<file path="config.mk">
export PLATFORM = sky130hd
export DESIGN_NAME = mem_xbar_flat
export DESIGN_NICKNAME = d
export VERILOG_FILES = /design/src/rtl/mem_xbar_if.sv /design/src/rtl/mem_xbar.sv /design/src/flat_wrapper.sv
export SDC_FILE = /design/constraint.sdc
export NUM_CORES = 1
export LEC_CHECK = 0
export ABC_CLOCK_PERIOD_IN_PS = 9200
export BUFFER_PORTS_ARGS = -buffer_cell sky130_fd_sc_hd__buf_2
export CAP_MARGIN = 20
export CORE_AREA = 3 3 198 200
export DETAILED_ROUTE_END_ITERATION = 6
export DIE_AREA = 0 0 201 203
export SYNTH_ARGS = -nofsm -noshare
export SYNTH_HDL_FRONTEND = slang
export SYNTH_SLANG_ARGS = --single-unit
export TNS_END_PERCENT = 10
</file>
<file path="constraint.sdc">
create_clock -name clk -period 9.2 [get_ports clk]
set_input_delay 1.38 -clock clk [delete_from_list [all_inputs] [get_ports clk]]
set_output_delay 1.38 -clock clk [all_outputs]
set_load 0.05 [all_outputs]
</file>
<file path="src/rtl/mem_xbar_if.sv">
// Bus bundle for mem_xbar: instruction and data master ports plus the
// flattened per-slave request/response buses.
interface mem_xbar_if #(
    parameter int NSLV = 3,
    parameter int AW   = 32
);
    logic               imem_valid;
    logic               imem_instr;
    logic [AW-1:0]      imem_addr;
    logic [31:0]        imem_wdata;
    logic [3:0]         imem_wstrb;
    logic [31:0]        imem_rdata;
    logic               imem_ready;
    logic               imem_err;

    logic               dmem_valid;
    logic               dmem_instr;
    logic [AW-1:0]      dmem_addr;
    logic [31:0]        dmem_wdata;
    logic [3:0]         dmem_wstrb;
    logic [31:0]        dmem_rdata;
    logic               dmem_ready;
    logic               dmem_err;

    logic [NSLV-1:0]    s_valid;
    logic [NSLV-1:0]    s_instr;
    logic [NSLV*AW-1:0] s_addr;
    logic [NSLV*32-1:0] s_wdata;
    logic [NSLV*4-1:0]  s_wstrb;
    logic [NSLV*32-1:0] s_rdata;
    logic [NSLV-1:0]    s_ready;

    modport slave (
        input  imem_valid, imem_instr, imem_addr,
        input  imem_wdata, imem_wstrb,
        output imem_rdata, imem_ready, imem_err,
        input  dmem_valid, dmem_instr, dmem_addr,
        input  dmem_wdata, dmem_wstrb,
        output dmem_rdata, dmem_ready, dmem_err,
        output s_valid, s_instr, s_addr,
        output s_wdata, s_wstrb,
        input  s_rdata, s_ready
    );

    modport master (
        output imem_valid, imem_instr, imem_addr,
        output imem_wdata, imem_wstrb,
        input  imem_rdata, imem_ready, imem_err,
        output dmem_valid, dmem_instr, dmem_addr,
        output dmem_wdata, dmem_wstrb,
        input  dmem_rdata, dmem_ready, dmem_err,
        input  s_valid, s_instr, s_addr,
        input  s_wdata, s_wstrb,
        output s_rdata, s_ready
    );
endinterface

</file>
<file path="src/rtl/mem_xbar.sv">
// Two-master (imem=0, dmem=1) to NSLV-slave memory crossbar with
// per-master pending buffer, per-slave ownership and decode-error reply.
module mem_xbar #(
    parameter int NSLV = 3,
    parameter int AW   = 32,
    parameter logic [NSLV*AW-1:0] SLV_BASE =
        {32'h2000_0000, 32'h1000_0000, 32'h0000_0000},
    parameter logic [NSLV*AW-1:0] SLV_TOP =
        {32'h2000_1000, 32'h1001_0000, 32'h0001_0000},
    parameter int ARB_MODE = 0
) (
    input logic clk,
    input logic rst,
    mem_xbar_if.slave bus
);
    localparam int SW = (NSLV > 1) ? $clog2(NSLV) : 1;

    typedef enum logic [1:0] {
        S_IDLE, S_PEND, S_WAIT, S_ERR
    } state_t;

    state_t          r_st [2];
    state_t          w_nxt [2];
    logic [AW-1:0]   r_addr [2];
    logic [31:0]     r_wdata [2];
    logic [3:0]      r_wstrb [2];
    logic [1:0]      r_instr;
    logic [NSLV-1:0] r_busy;
    logic [NSLV-1:0] r_owner;
    logic            r_rr;

    logic [1:0]      w_vld, w_ins;
    logic [AW-1:0]   w_iaddr [2];
    logic [31:0]     w_iwdata [2];
    logic [3:0]      w_iwstrb [2];

    logic [1:0]      w_req, w_pend, w_hit;
    logic [1:0]      w_cand, w_gnt, w_rsp, w_err;
    logic            w_arb;
    logic [AW-1:0]   w_addr [2];
    logic [31:0]     w_wdata [2];
    logic [3:0]      w_wstrb [2];
    logic [1:0]      w_instr;
    logic [SW-1:0]   w_tgt [2];
    logic [31:0]     w_rdata [2];
    logic [NSLV-1:0] w_clr;

    logic [NSLV-1:0]    w_sv, w_si;
    logic [NSLV*AW-1:0] w_sa;
    logic [NSLV*32-1:0] w_sd;
    logic [NSLV*4-1:0]  w_ss;

    function automatic logic [SW:0] f_decode(
        input logic [AW-1:0] a
    );
        logic          hit;
        logic [SW-1:0] idx;
        hit = 1'b0;
        idx = '0;
        // Descending scan so the lowest matching index wins
        for (int i = NSLV - 1; i >= 0; i--) begin
            if (a >= SLV_BASE[i*AW +: AW] &&
                a <  SLV_TOP[i*AW +: AW]) begin
                hit = 1'b1;
                idx = SW'(i);
            end
        end
        return {hit, idx};
    endfunction

    assign w_vld       = {bus.dmem_valid, bus.imem_valid};
    assign w_ins       = {bus.dmem_instr, bus.imem_instr};
    assign w_iaddr[0]  = bus.imem_addr;
    assign w_iaddr[1]  = bus.dmem_addr;
    assign w_iwdata[0] = bus.imem_wdata;
    assign w_iwdata[1] = bus.dmem_wdata;
    assign w_iwstrb[0] = bus.imem_wstrb;
    assign w_iwstrb[1] = bus.dmem_wstrb;

    always_comb begin
        for (int m = 0; m < 2; m++) begin
            w_pend[m]  = (r_st[m] == S_PEND);
            w_req[m]   = rst && (w_pend[m] ||
                         (r_st[m] == S_IDLE && w_vld[m]));
            w_addr[m]  = w_pend[m] ? r_addr[m]  : w_iaddr[m];
            w_wdata[m] = w_pend[m] ? r_wdata[m] : w_iwdata[m];
            w_wstrb[m] = w_pend[m] ? r_wstrb[m] : w_iwstrb[m];
            w_instr[m] = w_pend[m] ? r_instr[m] : w_ins[m];
            {w_hit[m], w_tgt[m]} = f_decode(w_addr[m]);
            w_cand[m]  = w_req[m] && w_hit[m] &&
                         !r_busy[w_tgt[m]];
        end
    end

    always_comb begin
        w_gnt = w_cand;
        w_arb = 1'b0;
        if (&w_cand && w_tgt[0] == w_tgt[1]) begin
            if (w_pend[0] && !w_pend[1]) begin
                w_gnt = 2'b01;
            end else if (w_pend[1] && !w_pend[0]) begin
                w_gnt = 2'b10;
            end else begin
                w_arb = 1'b1;
                w_gnt = (ARB_MODE != 0 && r_rr) ?
                        2'b01 : 2'b10;
            end
        end
    end

    always_comb begin
        w_sv = '0;
        w_si = '0;
        w_sa = '0;
        w_sd = '0;
        w_ss = '0;
        for (int m = 0; m < 2; m++) begin
            for (int i = 0; i < NSLV; i++) begin
                if (w_gnt[m] && w_tgt[m] == SW'(i)) begin
                    w_sv[i] = 1'b1;
                    w_si[i] = w_instr[m];
                    w_sa[i*AW +: AW] =
                        w_addr[m] - SLV_BASE[i*AW +: AW];
                    w_sd[i*32 +: 32] = w_wdata[m];
                    w_ss[i*4 +: 4]   = w_wstrb[m];
                end
            end
        end
    end

    assign bus.s_valid = w_sv;
    assign bus.s_instr = w_si;
    assign bus.s_addr  = w_sa;
    assign bus.s_wdata = w_sd;
    assign bus.s_wstrb = w_ss;

    always_comb begin
        w_rsp      = '0;
        w_rdata[0] = '0;
        w_rdata[1] = '0;
        // Responses from slaves nobody owns are dropped here
        w_clr = r_busy & bus.s_ready & {NSLV{rst}};
        for (int i = 0; i < NSLV; i++) begin
            if (w_clr[i]) begin
                w_rsp[r_owner[i]]   = 1'b1;
                w_rdata[r_owner[i]] = bus.s_rdata[i*32 +: 32];
            end
        end
        for (int m = 0; m < 2; m++) begin
            w_err[m] = rst && (r_st[m] == S_ERR);
        end
    end

    assign bus.imem_ready = w_rsp[0] | w_err[0];
    assign bus.imem_rdata = w_rdata[0];
    assign bus.imem_err   = w_err[0];
    assign bus.dmem_ready = w_rsp[1] | w_err[1];
    assign bus.dmem_rdata = w_rdata[1];
    assign bus.dmem_err   = w_err[1];

    always_comb begin
        for (int m = 0; m < 2; m++) begin
            w_nxt[m] = r_st[m];
            unique case (r_st[m])
                S_IDLE: begin
                    if (w_vld[m]) begin
                        if (w_gnt[m])      w_nxt[m] = S_WAIT;
                        else if (w_hit[m]) w_nxt[m] = S_PEND;
                        else               w_nxt[m] = S_ERR;
                    end
                end
                S_PEND: if (w_gnt[m]) w_nxt[m] = S_WAIT;
                S_WAIT: if (w_rsp[m]) w_nxt[m] = S_IDLE;
                S_ERR:  w_nxt[m] = S_IDLE;
                default: w_nxt[m] = S_IDLE;
            endcase
        end
    end

    always_ff @(posedge clk) begin
        if (!rst) begin
            r_st[0] <= S_IDLE;
            r_st[1] <= S_IDLE;
        end else begin
            r_st[0] <= w_nxt[0];
            r_st[1] <= w_nxt[1];
        end
    end

    always_ff @(posedge clk) begin
        if (!rst) begin
            r_busy  <= '0;
            r_owner <= '0;
            r_rr    <= 1'b0;
            r_instr <= '0;
            for (int m = 0; m < 2; m++) begin
                r_addr[m]  <= '0;
                r_wdata[m] <= '0;
                r_wstrb[m] <= '0;
            end
        end else begin
            for (int i = 0; i < NSLV; i++) begin
                if (w_clr[i]) r_busy[i] <= 1'b0;
            end
            for (int m = 0; m < 2; m++) begin
                if (w_gnt[m]) begin
                    r_busy[w_tgt[m]]  <= 1'b1;
                    r_owner[w_tgt[m]] <= 1'(m);
                end
                if (r_st[m] == S_IDLE && w_vld[m] &&
                    w_hit[m] && !w_gnt[m]) begin
                    r_addr[m]  <= w_iaddr[m];
                    r_wdata[m] <= w_iwdata[m];
                    r_wstrb[m] <= w_iwstrb[m];
                    r_instr[m] <= w_ins[m];
                end
            end
            if (ARB_MODE != 0 && w_arb) r_rr <= !r_rr;
        end
    end
endmodule

</file>
<file path="src/flat_wrapper.sv">
// flat-port wrapper written by rule: the top's interface ports become plain ports
module mem_xbar_flat 
#(
    parameter int NSLV = 3,
    parameter int AW   = 32,
    parameter logic [NSLV*AW-1:0] SLV_BASE =
        {32'h2000_0000, 32'h1000_0000, 32'h0000_0000},
    parameter logic [NSLV*AW-1:0] SLV_TOP =
        {32'h2000_1000, 32'h1001_0000, 32'h0001_0000},
    parameter int ARB_MODE = 0
)
  (clk, rst, bus_imem_valid, bus_imem_instr, bus_imem_addr, bus_imem_wdata, bus_imem_wstrb, bus_imem_rdata, bus_imem_ready, bus_imem_err, bus_dmem_valid, bus_dmem_instr, bus_dmem_addr, bus_dmem_wdata, bus_dmem_wstrb, bus_dmem_rdata, bus_dmem_ready, bus_dmem_err, bus_s_valid, bus_s_instr, bus_s_addr, bus_s_wdata, bus_s_wstrb, bus_s_rdata, bus_s_ready);
  mem_xbar_if #(.NSLV(NSLV), .AW(AW)) bus_i ();
  input logic clk;
  input logic rst;
  input wire logic [$bits(bus_i.imem_valid)-1:0] bus_imem_valid;
  input wire logic [$bits(bus_i.imem_instr)-1:0] bus_imem_instr;
  input wire logic [$bits(bus_i.imem_addr)-1:0] bus_imem_addr;
  input wire logic [$bits(bus_i.imem_wdata)-1:0] bus_imem_wdata;
  input wire logic [$bits(bus_i.imem_wstrb)-1:0] bus_imem_wstrb;
  output wire logic [$bits(bus_i.imem_rdata)-1:0] bus_imem_rdata;
  output wire logic [$bits(bus_i.imem_ready)-1:0] bus_imem_ready;
  output wire logic [$bits(bus_i.imem_err)-1:0] bus_imem_err;
  input wire logic [$bits(bus_i.dmem_valid)-1:0] bus_dmem_valid;
  input wire logic [$bits(bus_i.dmem_instr)-1:0] bus_dmem_instr;
  input wire logic [$bits(bus_i.dmem_addr)-1:0] bus_dmem_addr;
  input wire logic [$bits(bus_i.dmem_wdata)-1:0] bus_dmem_wdata;
  input wire logic [$bits(bus_i.dmem_wstrb)-1:0] bus_dmem_wstrb;
  output wire logic [$bits(bus_i.dmem_rdata)-1:0] bus_dmem_rdata;
  output wire logic [$bits(bus_i.dmem_ready)-1:0] bus_dmem_ready;
  output wire logic [$bits(bus_i.dmem_err)-1:0] bus_dmem_err;
  output wire logic [$bits(bus_i.s_valid)-1:0] bus_s_valid;
  output wire logic [$bits(bus_i.s_instr)-1:0] bus_s_instr;
  output wire logic [$bits(bus_i.s_addr)-1:0] bus_s_addr;
  output wire logic [$bits(bus_i.s_wdata)-1:0] bus_s_wdata;
  output wire logic [$bits(bus_i.s_wstrb)-1:0] bus_s_wstrb;
  input wire logic [$bits(bus_i.s_rdata)-1:0] bus_s_rdata;
  input wire logic [$bits(bus_i.s_ready)-1:0] bus_s_ready;
  assign bus_i.imem_valid = bus_imem_valid;
  assign bus_i.imem_instr = bus_imem_instr;
  assign bus_i.imem_addr = bus_imem_addr;
  assign bus_i.imem_wdata = bus_imem_wdata;
  assign bus_i.imem_wstrb = bus_imem_wstrb;
  assign bus_imem_rdata = bus_i.imem_rdata;
  assign bus_imem_ready = bus_i.imem_ready;
  assign bus_imem_err = bus_i.imem_err;
  assign bus_i.dmem_valid = bus_dmem_valid;
  assign bus_i.dmem_instr = bus_dmem_instr;
  assign bus_i.dmem_addr = bus_dmem_addr;
  assign bus_i.dmem_wdata = bus_dmem_wdata;
  assign bus_i.dmem_wstrb = bus_dmem_wstrb;
  assign bus_dmem_rdata = bus_i.dmem_rdata;
  assign bus_dmem_ready = bus_i.dmem_ready;
  assign bus_dmem_err = bus_i.dmem_err;
  assign bus_s_valid = bus_i.s_valid;
  assign bus_s_instr = bus_i.s_instr;
  assign bus_s_addr = bus_i.s_addr;
  assign bus_s_wdata = bus_i.s_wdata;
  assign bus_s_wstrb = bus_i.s_wstrb;
  assign bus_i.s_rdata = bus_s_rdata;
  assign bus_i.s_ready = bus_s_ready;
  mem_xbar #(.NSLV(NSLV), .AW(AW), .SLV_BASE(SLV_BASE), .SLV_TOP(SLV_TOP), .ARB_MODE(ARB_MODE)) u_core (.clk(clk), .rst(rst), .bus(bus_i));
endmodule
</file>
==> flow_metrics.env <==
export IMPL_status="finished clean"
export IMPL_crit_type="in -> out"
export IMPL_p_per_area_nw_per_um2=164
export IMPL_die_h_um=203
export IMPL_finClkSkew_ns=0.0111
export IMPL_fmax_mhz=145
export IMPL_synth_area_leaders="edfxtp_1 37%, mux2i_1 13%, o22ai_1 11%"
export IMPL_grt_overflow=0
export IMPL_layout_min_cycle_time_ns=6.90
export IMPL_setup_viol=0
export IMPL_syn_area_per_cell_um2=9.19
export IMPL_rsz0062_at_grt="false"
export IMPL_final_cells=2161
export IMPL_regToRegEndpoint="u_core.r_addr[0][16]$_SDFFCE_PN0P_"
export IMPL_ys_flop_type="edfxtp_1"
export IMPL_ioPinCount=519
export IMPL_synth_most_common_cell="o22ai_1"
export IMPL_antenna_found_initial=7
export IMPL_worst_setup_path_start_kind="input port"
export IMPL_worst_pin_slew_ns=1.06
export IMPL_finalHoldViolCount=0
export IMPL_syn_area_um2=11000
export IMPL_ys_seq_area_frac=0.392
export IMPL_synth_commonest_cells="202 x o22ai_1, 143 x nor2_1, 142 x mux2i_1"
export IMPL_yosys_warnings=0
export IMPL_period_share=0.750
export IMPL_cts_tree="yes"
export IMPL_crit_required_ns=7.82
export IMPL_htreeDepth=4
export IMPL_die_w_um=201
export IMPL_crit_path_end="bus_s_wdata[11]"
export IMPL_grt_use_total=0.224
export IMPL_post_cts_buffers=0
export IMPL_worstPathArrival_ns=5.52
export IMPL_viasPerCell=5.59
export IMPL_crit_path_start="bus_dmem_addr[26]"
export IMPL_reg2reg_depth=11
export IMPL_initialDrtViolationCount=1279
export IMPL_syn_inst=1202
export IMPL_dr_pass1_iters=6
export IMPL_initial_core_util=0.294
export IMPL_critPathMaxFanout=36
export IMPL_wl_um=48400
export IMPL_ys_types=63
export IMPL_clk_pin_slew_ns=0.06
export IMPL_ir_drop_mv=0.129
export IMPL_cts_sinks=148
export IMPL_core_rowCount=71
export IMPL_grt_pass1_wl_um=71100
export IMPL_p_leak_uw=0.00680
export IMPL_syn_to_final_growth_pct=31.3
export IMPL_async_flop_share=0
export IMPL_grt_pass1_vias=11622
export IMPL_yosys_area_top_type="edfxtp_1"
export IMPL_numCtsBuffers=17
export IMPL_synth_top_area_frac=0.370
export IMPL_vias=12071
export IMPL_maxCapViolCount=0
export IMPL_ctsResizeCount=0
export IMPL_place_gp_congestion=0.954
export IMPL_die_area_um2=40800
export IMPL_clockBufferDepth=2
export IMPL_port_buffer_count=514
export IMPL_core_area_um2=37600
export IMPL_drv_slew=0
export IMPL_cts_root_buf="clkbuf_16"
export IMPL_drtAntennaViolNets=0
export IMPL_grt_max_degree=101
export IMPL_crit_path_end_kind="output port"
export IMPL_cts_hold_buffers=0
export IMPL_dp_hpwl_um=35500
export IMPL_reg2reg_from="u_core.r_st[0][2]$_SDFFE_PN0P_"
export IMPL_synth_seq_cells=148
export IMPL_drive_gt1_frac=0.361
export IMPL_insertion_delay_ns=0.44
export IMPL_synth_edff_count=136
export IMPL_dp_cells=2126
export IMPL_tns_ns=0
export IMPL_wl_per_cell_um=22.4
export IMPL_relSlewSlack=0.293
export IMPL_final_nets=1889
export IMPL_hp_class="reg -> reg"
export IMPL_r2r_slack_ns=3.78
export IMPL_drc=0
==> cells in the final DEF, fill, tap and decap left out, drive strengths merged, types with 14 or more instances in the layout <==
| cell | netlist | routed |
|---|---|---|
| buf | 42 | 535 |
| o22ai | 202 | 202 |
| nor2 | 144 | 144 |
| mux2i | 143 | 143 |
| edfxtp | 136 | 136 |
| nand2 | 90 | 90 |
| and3b | 72 | 72 |
| a21oi | 68 | 68 |
| a22oi | 64 | 64 |
| nor4 | 27 | 27 |
| clkbuf | 83 | 19 |
| inv | 13 | 16 |
| ha | 14 | 14 |
==> registers in the layout, summed over array words and instances (netlist names) <==
name	count
u_core.r_wstrb	8
u_core.r_st	4
u_core.r_addr	64
u_core.r_owner	3
u_core.r_wdata	64
u_core.r_busy	3
u_core.r_instr	2
==> worst max-delay path, cell delays in order <==
cell and delay (ns):
buf_2 0.11, nor4_1 0.47, nand4_1 0.34, a41oi_1 0.35, o21ai_1 0.18, a311oi_2 0.27
o21bai_2 0.18, o41ai_4 0.47, or3_2 0.77, buf_4 0.51, o22ai_1 0.17, buf_2 0.24
==> through the flow <==
step                       util  total power [µW]  area [µm²]  hold slack (ns)  setup slack, ns
after global routing      0.386              2490       14500            0.501             2.04
after CTS                 0.386              2400       14500            0.463             2.39
after global placement    0.371              1710       14000            0.445             2.52
final                     0.386              2380       14500            0.462             2.30
after floorplan               -              1460       11100            0.437             3.29
after detailed placement  0.371              1720       14000            0.459             2.41
==> layer usage <==
metal,vias up,track usage,share of wire
met1,5797,0.294,0.42
met5,-,0,0.00027
met4,2,0.0755,0.026
met2,674,0.368,0.47
li1,5513,-,-
met3,85,0.0487,0.082
==> worst min-delay path by stage <==
stage                                    from                        endpoint  slack, ns  cells after the start
2_1_floorplan  u_core.r_instr[0]$_SDFFE_PN0P_  u_core.r_instr[0]$_SDFFE_PN0P_       0.44                      2
3_3_place_gp   u_core.r_instr[1]$_SDFFE_PN0P_  u_core.r_instr[1]$_SDFFE_PN0P_       0.45                      2
3_5_place_dp   u_core.r_instr[1]$_SDFFE_PN0P_  u_core.r_instr[1]$_SDFFE_PN0P_       0.46                      2
4_1_cts        u_core.r_instr[1]$_SDFFE_PN0P_  u_core.r_instr[1]$_SDFFE_PN0P_       0.46                      2
5_1_grt        u_core.r_instr[0]$_SDFFE_PN0P_  u_core.r_instr[0]$_SDFFE_PN0P_       0.50                      2
6_report       u_core.r_instr[1]$_SDFFE_PN0P_  u_core.r_instr[1]$_SDFFE_PN0P_       0.46                      2
==> logic make-up (layout without fill, tap and decap cells) <==
kind of cell    Yosys count  after routing  synth area share
simple gates            383            383             0.182
fa+ha+maj                14             14            0.0159
other cells               1              8          0.000340
compound gates          366            366             0.218
flops                   148            148             0.392
buf+inv                 138            579            0.0538
mux                     144            144             0.131
xor+xnor                  8              8           0.00634
==> report_power, final <==
| group | internal (µW) | switching, µW |
|---|---|---|
| Combinational | 268 | 581 |
| Sequential | 824 | 39.1 |
| Clock | 370 | 297 |
| Total | 1460 | 917 |
==> cell type report <==
cell class | count | area [µm²]
antenna | 4 | 10.0
multi-input combinational | 919 | 6210
clock buffer | 19 | 433
fill | 3850 | 23100
timing repair buffer | 535 | 2730
clock inverter | 12 | 108
inverter | 13 | 48.8
sequential | 148 | 4320
tap | 511 | 639
No activity file was read; power rests on OpenSTA's default activity.
